File: config.mk
export PLATFORM = sky130hd
export DESIGN_NAME = pool_seq_ctrl
export DESIGN_NICKNAME = d
export VERILOG_FILES = /design/src/rtl/pool_ctrl_pkg.sv /design/src/rtl/wrap_cnt.sv /design/src/rtl/pool_seq_ctrl.sv
export SDC_FILE = /design/constraint.sdc
export NUM_CORES = 1
export LEC_CHECK = 0
export CAP_MARGIN = 10
export CORE_MARGIN = 3
export CORE_UTILIZATION = 42
export CTS_CLUSTER_DIAMETER = 50
export DETAILED_ROUTE_END_ITERATION = 12
export GPL_TIMING_DRIVEN = 0
export HOLD_SLACK_MARGIN = 0.03
export PLACE_DENSITY = 0.68
export SETUP_SLACK_MARGIN = 0.1
export SYNTH_ARGS = -nofsm -noshare
export SYNTH_HDL_FRONTEND = slang
export SYNTH_SLANG_ARGS = --single-unit
File: constraint.sdc
create_clock -name clk -period 2.6 [get_ports clk]
set_clock_uncertainty 0.15 [all_clocks]
set_input_delay 0.39 -clock clk [delete_from_list [all_inputs] [get_ports clk]]
set_output_delay 0.39 -clock clk [all_outputs]
set_load 0.005 [all_outputs]
File: src/rtl/pool_ctrl_pkg.sv
// Shared types for the 2x2 pooling sequencer: FSM states, error causes and a
// width helper for counters whose modulus may be 1.
package pool_ctrl_pkg;

    typedef enum logic [1:0] {
        StIdle,
        StActive,
        StErr
    } state_e;

    typedef enum logic [2:0] {
        EOP_POS,
        EOF_POS,
        SOP_POS,
        SOF_MID,
        OVF,
        UDF
    } err_cause_e;

    localparam int unsigned NumErrCauses = 6;

    function automatic int unsigned cnt_width(input int unsigned n);
        return (n > 1) ? $clog2(n) : 1;
    endfunction

endpackage

File: src/rtl/wrap_cnt.sv
// Modulus counter with enable, synchronous clear and a carry-style wrap flag.
// nxt_o exposes the value the counter takes on the coming edge.
module wrap_cnt
    import pool_ctrl_pkg::*;
#(
    parameter int unsigned Modulus = 4,
    parameter int unsigned Width   = cnt_width(Modulus)
) (
    input  logic             clk_i,
    input  logic             rst_ni,
    input  logic             en_i,
    input  logic             clr_i,
    output logic [Width-1:0] cnt_o,
    output logic [Width-1:0] nxt_o,
    output logic             wrap_o
);

    localparam logic [Width-1:0] Last = Width'(Modulus - 1);

    logic [Width-1:0] cnt_q, cnt_d;

    always_comb begin
        wrap_o = en_i && !clr_i && (cnt_q == Last);
        cnt_d  = cnt_q;
        if (clr_i) begin
            cnt_d = '0;
        end else if (en_i) begin
            cnt_d = (cnt_q == Last) ? '0 : cnt_q + 1'b1;
        end
    end

    always_ff @(posedge clk_i or negedge rst_ni) begin
        if (!rst_ni) begin
            cnt_q <= '0;
        end else begin
            cnt_q <= cnt_d;
        end
    end

    assign cnt_o = cnt_q;
    assign nxt_o = cnt_d;

endmodule

File: src/rtl/pool_seq_ctrl.sv
// Sequencer for 2x2 pooling: tracks beat position in a frame, emits line-FIFO
// write/read strobes, pooled-output framing and protocol-error pulses.
module pool_seq_ctrl
    import pool_ctrl_pkg::*;
#(
    parameter int unsigned CHANNEL_NUM = 3,
    parameter int unsigned STRING_LEN  = 4,
    parameter int unsigned LINE_NUM    = 4
) (
    input  logic                                        clk,
    input  logic                                        reset_n,
    input  logic                                        sop_i,
    input  logic                                        eop_i,
    input  logic                                        sof_i,
    input  logic                                        eof_i,
    input  logic                                        valid_i,
    output logic [cnt_width(CHANNEL_NUM)-1:0]           chan_o,
    output logic [cnt_width(STRING_LEN)-1:0]            col_o,
    output logic [cnt_width(LINE_NUM)-1:0]              row_o,
    output logic                                        fifo_wr_o,
    output logic                                        fifo_rd_o,
    output logic                                        out_valid_o,
    output logic                                        sop_o,
    output logic                                        eop_o,
    output logic                                        sof_o,
    output logic                                        eof_o,
    output logic [$clog2(CHANNEL_NUM*STRING_LEN/2):0]   fill_o,
    output logic                                        err_o
);

    localparam int unsigned ChanW   = cnt_width(CHANNEL_NUM);
    localparam int unsigned ColW    = cnt_width(STRING_LEN);
    localparam int unsigned RowW    = cnt_width(LINE_NUM);
    localparam int unsigned FillMax = CHANNEL_NUM * STRING_LEN / 2;
    localparam int unsigned FillW   = $clog2(FillMax) + 1;

    localparam logic [ChanW-1:0] ChanLast = ChanW'(CHANNEL_NUM - 1);
    localparam logic [ColW-1:0]  ColLast  = ColW'(STRING_LEN - 1);
    localparam logic [RowW-1:0]  RowLast  = RowW'(LINE_NUM - 1);
    localparam logic [ColW-1:0]  ColOne   = ColW'(1);
    localparam logic [RowW-1:0]  RowOne   = RowW'(1);
    localparam logic [FillW-1:0] FillFull = FillW'(FillMax);

    state_e state_q, state_d;

    logic [ChanW-1:0] chan_nxt;
    logic [ColW-1:0]  col_nxt;
    logic [RowW-1:0]  row_nxt;
    logic             chan_wrap, col_wrap, row_wrap;

    logic sof_beat, adv, beat, line_end, is_last, frame_err, emit;
    logic [NumErrCauses-1:0] err_cause;

    logic wr_d, rd_d, ov_d, sop_d, eop_d, sof_d, eof_d, err_d;
    logic wr_q, rd_q, ov_q, sop_q, eop_q, sof_q, eof_q, err_q;
    logic [FillW-1:0] fill_base, fill_d, fill_q;

    // Any sof beat resynchronises to position 0; other beats advance only in ACTIVE.
    assign sof_beat = valid_i && sof_i;
    assign adv      = valid_i && !sof_i && (state_q == StActive);
    assign beat     = sof_beat || adv;

    wrap_cnt #(
        .Modulus (CHANNEL_NUM),
        .Width   (ChanW)
    ) u_chan_cnt (
        .clk_i  (clk),
        .rst_ni (reset_n),
        .en_i   (adv),
        .clr_i  (sof_beat),
        .cnt_o  (chan_o),
        .nxt_o  (chan_nxt),
        .wrap_o (chan_wrap)
    );

    wrap_cnt #(
        .Modulus (STRING_LEN),
        .Width   (ColW)
    ) u_col_cnt (
        .clk_i  (clk),
        .rst_ni (reset_n),
        .en_i   (chan_wrap),
        .clr_i  (sof_beat),
        .cnt_o  (col_o),
        .nxt_o  (col_nxt),
        .wrap_o (col_wrap)
    );

    wrap_cnt #(
        .Modulus (LINE_NUM),
        .Width   (RowW)
    ) u_row_cnt (
        .clk_i  (clk),
        .rst_ni (reset_n),
        .en_i   (col_wrap),
        .clr_i  (sof_beat),
        .cnt_o  (row_o),
        .nxt_o  (row_nxt),
        .wrap_o (row_wrap)
    );

    always_comb begin
        line_end  = (chan_nxt == ChanLast) && (col_nxt == ColLast);
        is_last   = line_end && (row_nxt == RowLast);

        err_cause          = '0;
        err_cause[EOP_POS] = beat && eop_i && !line_end;
        err_cause[EOF_POS] = beat && eof_i && !is_last;
        err_cause[SOP_POS] = beat && sop_i && !((chan_nxt == '0) && (col_nxt == '0));
        err_cause[SOF_MID] = sof_beat && (state_q == StActive);

        // A misplaced eop/eof rejects the beat: no strobes, FSM parks in ERR.
        frame_err = err_cause[EOP_POS] || err_cause[EOF_POS];
        emit      = beat && !frame_err;

        wr_d  = emit && !row_nxt[0] && col_nxt[0];
        rd_d  = emit && row_nxt[0] && !col_nxt[0];
        ov_d  = emit && row_nxt[0] && col_nxt[0];
        sop_d = ov_d && (col_nxt == ColOne) && (chan_nxt == '0);
        eop_d = ov_d && line_end;
        sof_d = sop_d && (row_nxt == RowOne);
        eof_d = eop_d && (row_nxt == RowLast);

        fill_base      = sof_beat ? '0 : fill_q;
        fill_d         = fill_base;
        err_cause[OVF] = wr_d && !rd_d && (fill_base == FillFull);
        err_cause[UDF] = rd_d && !wr_d && (fill_base == '0);
        if (wr_d && !rd_d && !err_cause[OVF]) begin
            fill_d = fill_base + 1'b1;
        end else if (rd_d && !wr_d && !err_cause[UDF]) begin
            fill_d = fill_base - 1'b1;
        end

        err_d = |err_cause;
    end

    always_comb begin
        state_d = state_q;
        if (beat) begin
            if (frame_err) begin
                state_d = StErr;
            end else if (is_last || row_wrap) begin
                state_d = StIdle;
            end else begin
                state_d = StActive;
            end
        end
    end

    always_ff @(posedge clk or negedge reset_n) begin
        if (!reset_n) begin
            state_q <= StIdle;
            wr_q    <= 1'b0;
            rd_q    <= 1'b0;
            ov_q    <= 1'b0;
            sop_q   <= 1'b0;
            eop_q   <= 1'b0;
            sof_q   <= 1'b0;
            eof_q   <= 1'b0;
            err_q   <= 1'b0;
            fill_q  <= '0;
        end else begin
            state_q <= state_d;
            wr_q    <= wr_d;
            rd_q    <= rd_d;
            ov_q    <= ov_d;
            sop_q   <= sop_d;
            eop_q   <= eop_d;
            sof_q   <= sof_d;
            eof_q   <= eof_d;
            err_q   <= err_d;
            fill_q  <= fill_d;
        end
    end

    assign fifo_wr_o   = wr_q;
    assign fifo_rd_o   = rd_q;
    assign out_valid_o = ov_q;
    assign sop_o       = sop_q;
    assign eop_o       = eop_q;
    assign sof_o       = sof_q;
    assign eof_o       = eof_q;
    assign err_o       = err_q;
    assign fill_o      = fill_q;

endmodule

==> metrics, run 1 <==
fraction of layout cells with a size suffix above 1=14.94%; M3 GR Usage=3.456%; Slew Viols, Final=0; Synth Flop Type=dfrtp_1; DRC Markers=0; Tot GR Track Use=17.20%; CP Cell Sequence=nand4bb_1, buf_2, o21a_1, nor2_1, nor2_1, or4_1, o2111ai_1; PwrDens=458.6 nW/µm²; initial antenna violation count=0; vias in the first global route=961; number of buffers inserted by port buffering=24; cell count of the worst reg-to-reg path=7; GR Util met1=21.79%; post-synthesis cell count=126; period utilisation layout=94.91%; # IOs=25; WL final=2.791 mm; Cell Rows=18; CTS tree=yes; mapped cell area=1219 µm²; Worst Setup End Kind=flop; # fillers=230; number of distinct library cells after synthesis=40; pin count of the biggest net entering global routing=21; mean post-synth cell area=9.672 µm²; Arr. time, crit path=2.54 ns; Hold Crit Depth=1; Net Count, Synth=138; Via density=5.625; Placed Cells=180; dpl hpwl=2.168 mm; Worst-Skew Late Latency=0.31 ns; slowest stage cell, crit path=or4_1; hold_buf cts=0; min Tclk post-route=2.468 ns; Core Area=2613 µm²; die footprint=3584 µm²; relative slew slack=40.34%; Layout Cells excl Fill=184; warnings from Yosys=0; Initial DRT Pass Iterations=5; CTS Buf Count=3; Crit Path Category=flop to flop; flop and latch count out of synthesis=20; DRT antenna net count=0; fin nets=167; Hold Crit Class=flop to flop; hold slack=0.3949 ns; status=finished clean; drt wl/cell=15.17 µm; vias=1,035; critical path depth in cells=7; # setup viols final=0; Num Clock Sinks=20; achievable frequency=0.4053 GHz; gp weighted congestion=0.7882; post-route setup slack=0.1325 ns; Ant. Diodes=0; Die Height=59.87 µm; post-synthesis sequential area ratio=41.07%; worst-margin pin slew=0.8921 ns; Longest Clk Path Bufs=2; WP buf/inv=1; Critical Path Most Common Cell=nor2_1; RSZ-0062 raised after global routing=true; met2 Track Usage GR=27.62%; CP peak stage delay=0.54 ns; register clock-pin slew on the reported worst setup and hold paths=0.12 ns; grt total ovfl=0; DP Worst Slack=-0.4567 ns; WP data required=2.67 ns; static leakage=0.6506 nW; gr busiest metal=met2; root buffer cell=clkbuf_4; synthesis-to-finish area growth=29.67%; max-cap viol count=0; Peak VDD IR=294.4 µV; Worst Path Max Fanout=10; H-tree depth=1; Startpoint Class=flop; share of synthesized flip-flops with an asynchronous set or reset=100.0%; Initial Util=46.65%; chip width=59.87 µm; first-pass GRT wire length=4.478 mm; number of enable flip-flop cells after synthesis=0; number of hold violations in the final report=0; Initial DRC Count=43; cell family with most CP delay=simple AND/OR/NAND/NOR gates
## cells by family (layout without fill, tap and decap cells)
| logic type | after synthesis | after routing | share of synthesized area (%) |
|---|---|---|---|
| and+or+nand+nor | 66 | 66 | 32.45 |
| muxes | 4 | 4 | 3.286 |
| adders and majority gates | 5 | 5 | 5.133 |
| DFF | 20 | 20 | 41.07 |
| AOI/OAI and AO/OA | 21 | 21 | 13.96 |
| xor gates and xnor gates | 2 | 2 | 1.438 |
| buffers and inverters | 8 | 36 | 2.669 |
## final timing paths
path                                  from                  to  slack (ns)
min in group asynchronous          reset_n          state_q[1]        0.42
worst min-delay path             fill_o[3]           fill_o[3]        0.39
worst max-delay path            state_q[1]               err_o        0.13
worst max register to register  state_q[1]               err_o        0.13
worst min register to register   fill_o[3]           fill_o[3]        0.39
max in group asynchronous          reset_n  u_col_cnt.cnt_o[0]        1.28
## Yosys cell counts (all sizes together), types with 4 or more instances
| library cell | count | area (µm²) |
|---|---|---|
| dfrtp | 20 | 500.5 |
| nor2 | 17 | 63.81 |
| nand2 | 14 | 52.55 |
| a21oi | 6 | 30.03 |
| inv | 6 | 22.52 |
| and3 | 5 | 31.28 |
| ha | 5 | 62.56 |
| mux2i | 4 | 40.04 |
| nand3 | 4 | 20.02 |
| nor3 | 4 | 20.02 |
| nor4 | 4 | 61.31 |
| o21ai | 4 | 20.01 |
## cells in the final DEF, fill, tap and decap left out, types with 2 or more instances in the layout
master	instances
nand2b_1	3
ha_1	5
a21oi_1	6
nor2b_1	3
nand3_1	4
or3_1	2
nor4_4	3
clkbuf_4	3
and3_1	5
dfrtp_2	2
dfrtp_1	18
clkdlybuf4s50_1	22
nand2_1	13
nor3_1	4
inv_1	6
o21ai_0	3
buf_2	2
mux2i_1	3
dlygate4sd2_1	2
nor2_1	16
## what timing repair did
action / 4_1_cts / 5_1_grt
endpoints found under the setup margin: 6 / 5
pin swaps: 0 / 2
gates resized for setup: 7 / 5
buffers inserted: 0 / 0
cloned: 0 / 0
## through the flow
step	total power [mW]	TNS (ns)	utilization (%)	area, µm²
2_1_floorplan	0.4638	0	-	1219
3_3_place_gp	0.5265	-1.890	57.28	1496
3_5_place_dp	0.5351	-2.546	57.28	1496
4_1_cts	0.7271	0	59.48	1554
5_1_grt	0.7654	0	60.49	1580
6_report	0.7247	0	60.49	1580
## area by class of cell
type	count	area, µm²	share of cell area [%]
Tap cell	30	37.54	2.375
Timing Repair Buffer	24	237.7	15.04
Multi-Input combinational cell	98	733.2	46.40
Clock buffer	4	36.28	2.296
Buffer	2	10.01	0.6334
Inverter	6	22.52	1.425
Sequential cell	20	503.0	31.83
## registers in the layout, indices dropped and copies added, names as in the netlist, 2 cells and up
signal            flops
fill_o                4
state_q               2
u_chan_cnt.cnt_o      2
u_col_cnt.cnt_o       2
u_row_cnt.cnt_o       2
## metal layers
layer	vias up	share of wire [%]	routed length, µm
met5	-	0	0
met4	0	2.9	81
met3	8	4.0	113
met2	31	48	1336
met1	485	45	1260
li1	511	-	-
## power breakdown
group	leakage [nW]	switching, mW	internal [mW]
Sequential	0.267	0.0221	0.331
Combinational	0.362	0.0915	0.0919
Clock	0.0210	0.103	0.0856
No activity file was read; power rests on OpenSTA's default activity.
==> inputs of run 2 (changes only) <==
- HOLD_SLACK_MARGIN: 0.03 -> 0.1
==> results of run 2 <==
No change in the layout: final DEF, timing and power equal those of run 1.
==> inputs of run 3 (changes only) <==
- PLACE_DENSITY: 0.68 -> 0.69
- SYNTH_HIERARCHICAL: default -> 1
==> metrics, run 3 <==
status=finished, violations left; failing checks=setup timing; RSZ-0062 raised after global routing=true; hold_buf cts=0 (unchanged); Worst Path Max Fanout=4 (-6); H-tree depth=1 (unchanged); Layout Cells excl Fill=184 (unchanged); mapped cell area=1102 µm² (-9.5%); net switching power=0.1961 mW (-9.5%); PwrDens=393.6 nW/µm² (-14%); number of distinct library cells after synthesis=41 (+2.5%); Placed Cells=159 (-12%); fin area=1725 µm² (+9.2%); chip width=57.23 µm (-4.4%); DRC Markers=0 (unchanged); count leader, synth=dfrtp_1; post-route setup slack=-0.5819 ns (-0.7144 ns); grt total ovfl=0 (unchanged); mean post-synth cell area=10.30 µm² (+6.5%); period utilisation layout=122.4% (+27 points); gp weighted congestion=0.7453 (-5.4%); cell taking the most area after synthesis=dfrtp_1; Arr. time, crit path=3.23 ns (+0.69 ns); Initial Util=47.11% (+0.46 points); min Tclk post-route=3.182 ns (+0.7144 ns); sequential share of power=50.3% (+1.6 points); Initial DRC Count=15 (-65%); number of enable flip-flop cells after synthesis=0 (unchanged); Slew Viols, Final=0 (unchanged); Synth top cells by count=20 x dfrtp_1, 9 x inv_1, 9 x nand2_1; slowest stage cell, crit path=dfrtp_1; cell family with most CP delay=simple AND/OR/NAND/NOR gates; CTS Buf Count=3 (unchanged); most frequent cells in the layout=22 x clkdlybuf4s50_1, 20 x dfrtp_1, 18 x buf_4; final setup TNS=-4.407 ns (-4.407 ns); drt wl/cell=16.26 µm (+7.2%); pin count of the biggest net entering global routing=21 (unchanged); Worst Setup End Kind=flop; root buffer cell=clkbuf_4; Worst-Skew Late Latency=0.30 ns (about the same); number of hold violations in the final report=0 (unchanged); Startpoint Class=flop; # setup viols final=12 (+12); Core Area=2340 µm² (-10%); Tot GR Track Use=19.87% (+2.7 points); warnings from Yosys=6 (+6); Hold Crit Class=input pin to flop; register clock-pin slew on the reported worst setup and hold paths=0.11 ns (about the same); max reg flops=4 (unchanged); post-synthesis sequential area ratio=45.40% (+4.3 points); achievable frequency=0.3143 GHz (-22%); worst setup path startpoint=state_q[1]; CP Cell Sequence=nor2b_4, nand2_2, nor2_4, nor4bb_4, or3b_4, a21oi_4, and4b_2, buf_4, o221ai_2, nand2b_4, o22ai_1, mux2_1; vias in the first global route=1,069 (+11%); Int Pwr=0.4829 mW (-5.0%); relative slew slack=39.58% (-0.75 points); CP peak stage delay=0.44 ns (-0.10 ns); most common cell after layout, fill and taps aside=clkdlybuf4s50_1; WP buf/inv=1 (unchanged); first-pass GRT wire length=5.161 mm (+15%); Num Clock Sinks=20 (unchanged); Initial DRT Pass Iterations=4 (-1); # IOs=25 (unchanged); worst-margin pin slew=0.9034 ns (+0.01126 ns); DRT antenna net count=0 (unchanged); Longest Clk Path Bufs=2 (unchanged); placed cell area=1423 µm² (-4.9%); WP data required=2.64 ns (-0.03 ns); Cell Rows=17 (-1); Die Height=57.23 µm (-4.4%); reg2reg start=state_q[1]; Switching Share=28.88% (-1.0 points); fraction of layout cells with a size suffix above 1=32.69% (+18 points); Via density=5.679 (+0.97%); max-cap viol count=0 (unchanged); Ant. Diodes=0 (unchanged); CTS tree=yes; Area contributors post-synth=dfrtp_1 45%, ha_1 5.7%, inv_1 3.1%; Gate power share=22.7% (-2.6 points); Peak VDD IR=392.5 µV (+33%); hold slack=0.3842 ns (-0.01068 ns); clock power share=27.0% (+1.0 points); die footprint=3275 µm² (-8.6%); vias=1,045 (+0.97%); Synth Flop Type=dfrtp_1; share of synthesized flip-flops with an asynchronous set or reset=100.0% (unchanged); synthesis-to-finish area growth=56.53%; Crit Path Category=flop to flop; hold_sp=sof_i; WL final=2.991 mm (+7.2%); Net Count, Synth=119 (-14%); # fillers=164 (-29%); fin nets=169 (+1.2%); flop and latch count out of synthesis=20 (unchanged); static leakage=0.7655 nW (+18%); number of buffers inserted by port buffering=24 (unchanged); dpl hpwl=1.873 mm (-14%); post-synth top area share=45.40% (+4.3 points); post-synthesis cell count=107 (-15%); initial antenna violation count=0 (unchanged)
-- run 3: changes by cell type in the layout (fill, tap and decap cells not counted), sizes merged, moves of 3 or more --
cell | before | now
and3 | 5 | 0
buf | 2 | 21
inv | 6 | 10
nand2 | 14 | 9
nand3 | 4 | 1
nor2 | 17 | 7
nor3 | 4 | 1
nor4 | 4 | 0
-- run 3: layout make-up --
| type | count | area [µm²] | share of cell area (%) |
|---|---|---|---|
| Inverter | 10 | 37.54 | 2.175 |
| Sequential cell | 20 | 500.5 | 29.01 |
| Clock buffer | 4 | 36.28 | 2.103 |
| Buffer | 1 | 3.754 | 0.2175 |
| Multi-Input combinational cell | 76 | 700.7 | 40.61 |
| Timing Repair Buffer | 45 | 411.6 | 23.86 |
| Tap cell | 28 | 35.03 | 2.030 |
-- run 3: final timing paths --
check,end,slack [ns],depth (start not counted)
max in group asynchronous,u_chan_cnt/cnt_o[0],1.31,1
setup / recovery,fill_o[3],-0.58,12
setup reg to reg,fill_o[3],-0.58,12
hold / removal,state_q[1],0.38,3
min in group asynchronous,eof_o,0.43,1
hold reg to reg,state_q[1],0.43,2
-- run 3: cell families after synthesis --
family,share of synthesized area [%]
compound gates,16.35
xor+xnor,1.589
flops,45.40
mux,2.838
simple gates,24.41
fa+ha+maj,5.675
buf+inv,3.745
-- run 3: stage by stage --
step / total power, mW / utilization [%] / worst slack, ns
floorplan: 0.4176 / - / -0.3943
detailed placement: 0.4793 / 60.80 / -1.187
CTS: 0.6767 / 70.11 / -0.5276
finish: 0.6790 / 73.74 / -0.5819
global route: 0.7147 / 73.74 / -0.7465
global placement: 0.4738 / 60.80 / -1.156
-- run 3: worst reg2reg max path, stage by stage (launching register included) --
cell      delay, ns
dfrtp_1        0.44
nor2b_4        0.15
nand2_2        0.09
nor2_4         0.11
nor4bb_4       0.26
or3b_4         0.44
a21oi_4        0.16
and4b_2        0.34
buf_4          0.14
o221ai_2       0.12
nand2b_4       0.19
o22ai_1        0.15
mux2_1         0.33
-- run 3: power groups by stage --
| stage | Clock, mW | Sequential, mW | Combinational [mW] |
|---|---|---|---|
| floorplan | 0 | 0.344 | 0.0732 |
| global placement | 0 | 0.346 | 0.128 |
| detailed placement | 0 | 0.347 | 0.133 |
| CTS | 0.190 | 0.341 | 0.146 |
| global route | 0.200 | 0.344 | 0.170 |
| finish | 0.183 | 0.342 | 0.154 |
-- run 3: layer usage --
metal	global-route usage, %	vias up	wire length [µm]
li1	-	489	-
met1	26.70	519	1327
met2	32.95	31	1467
met3	3.394	6	153
met4	5.629	0	42
met5	0	-	0
-- run 3: repair_timing --
| action | 4_1_cts | 5_1_grt |
|---|---|---|
| cloned | 0 | 0 |
| endpoints found under the setup margin | 14 | 15 |
| gates resized for setup | 17 | 11 |
| pin swaps | 9 | 7 |
| buffers inserted | 13 | 8 |
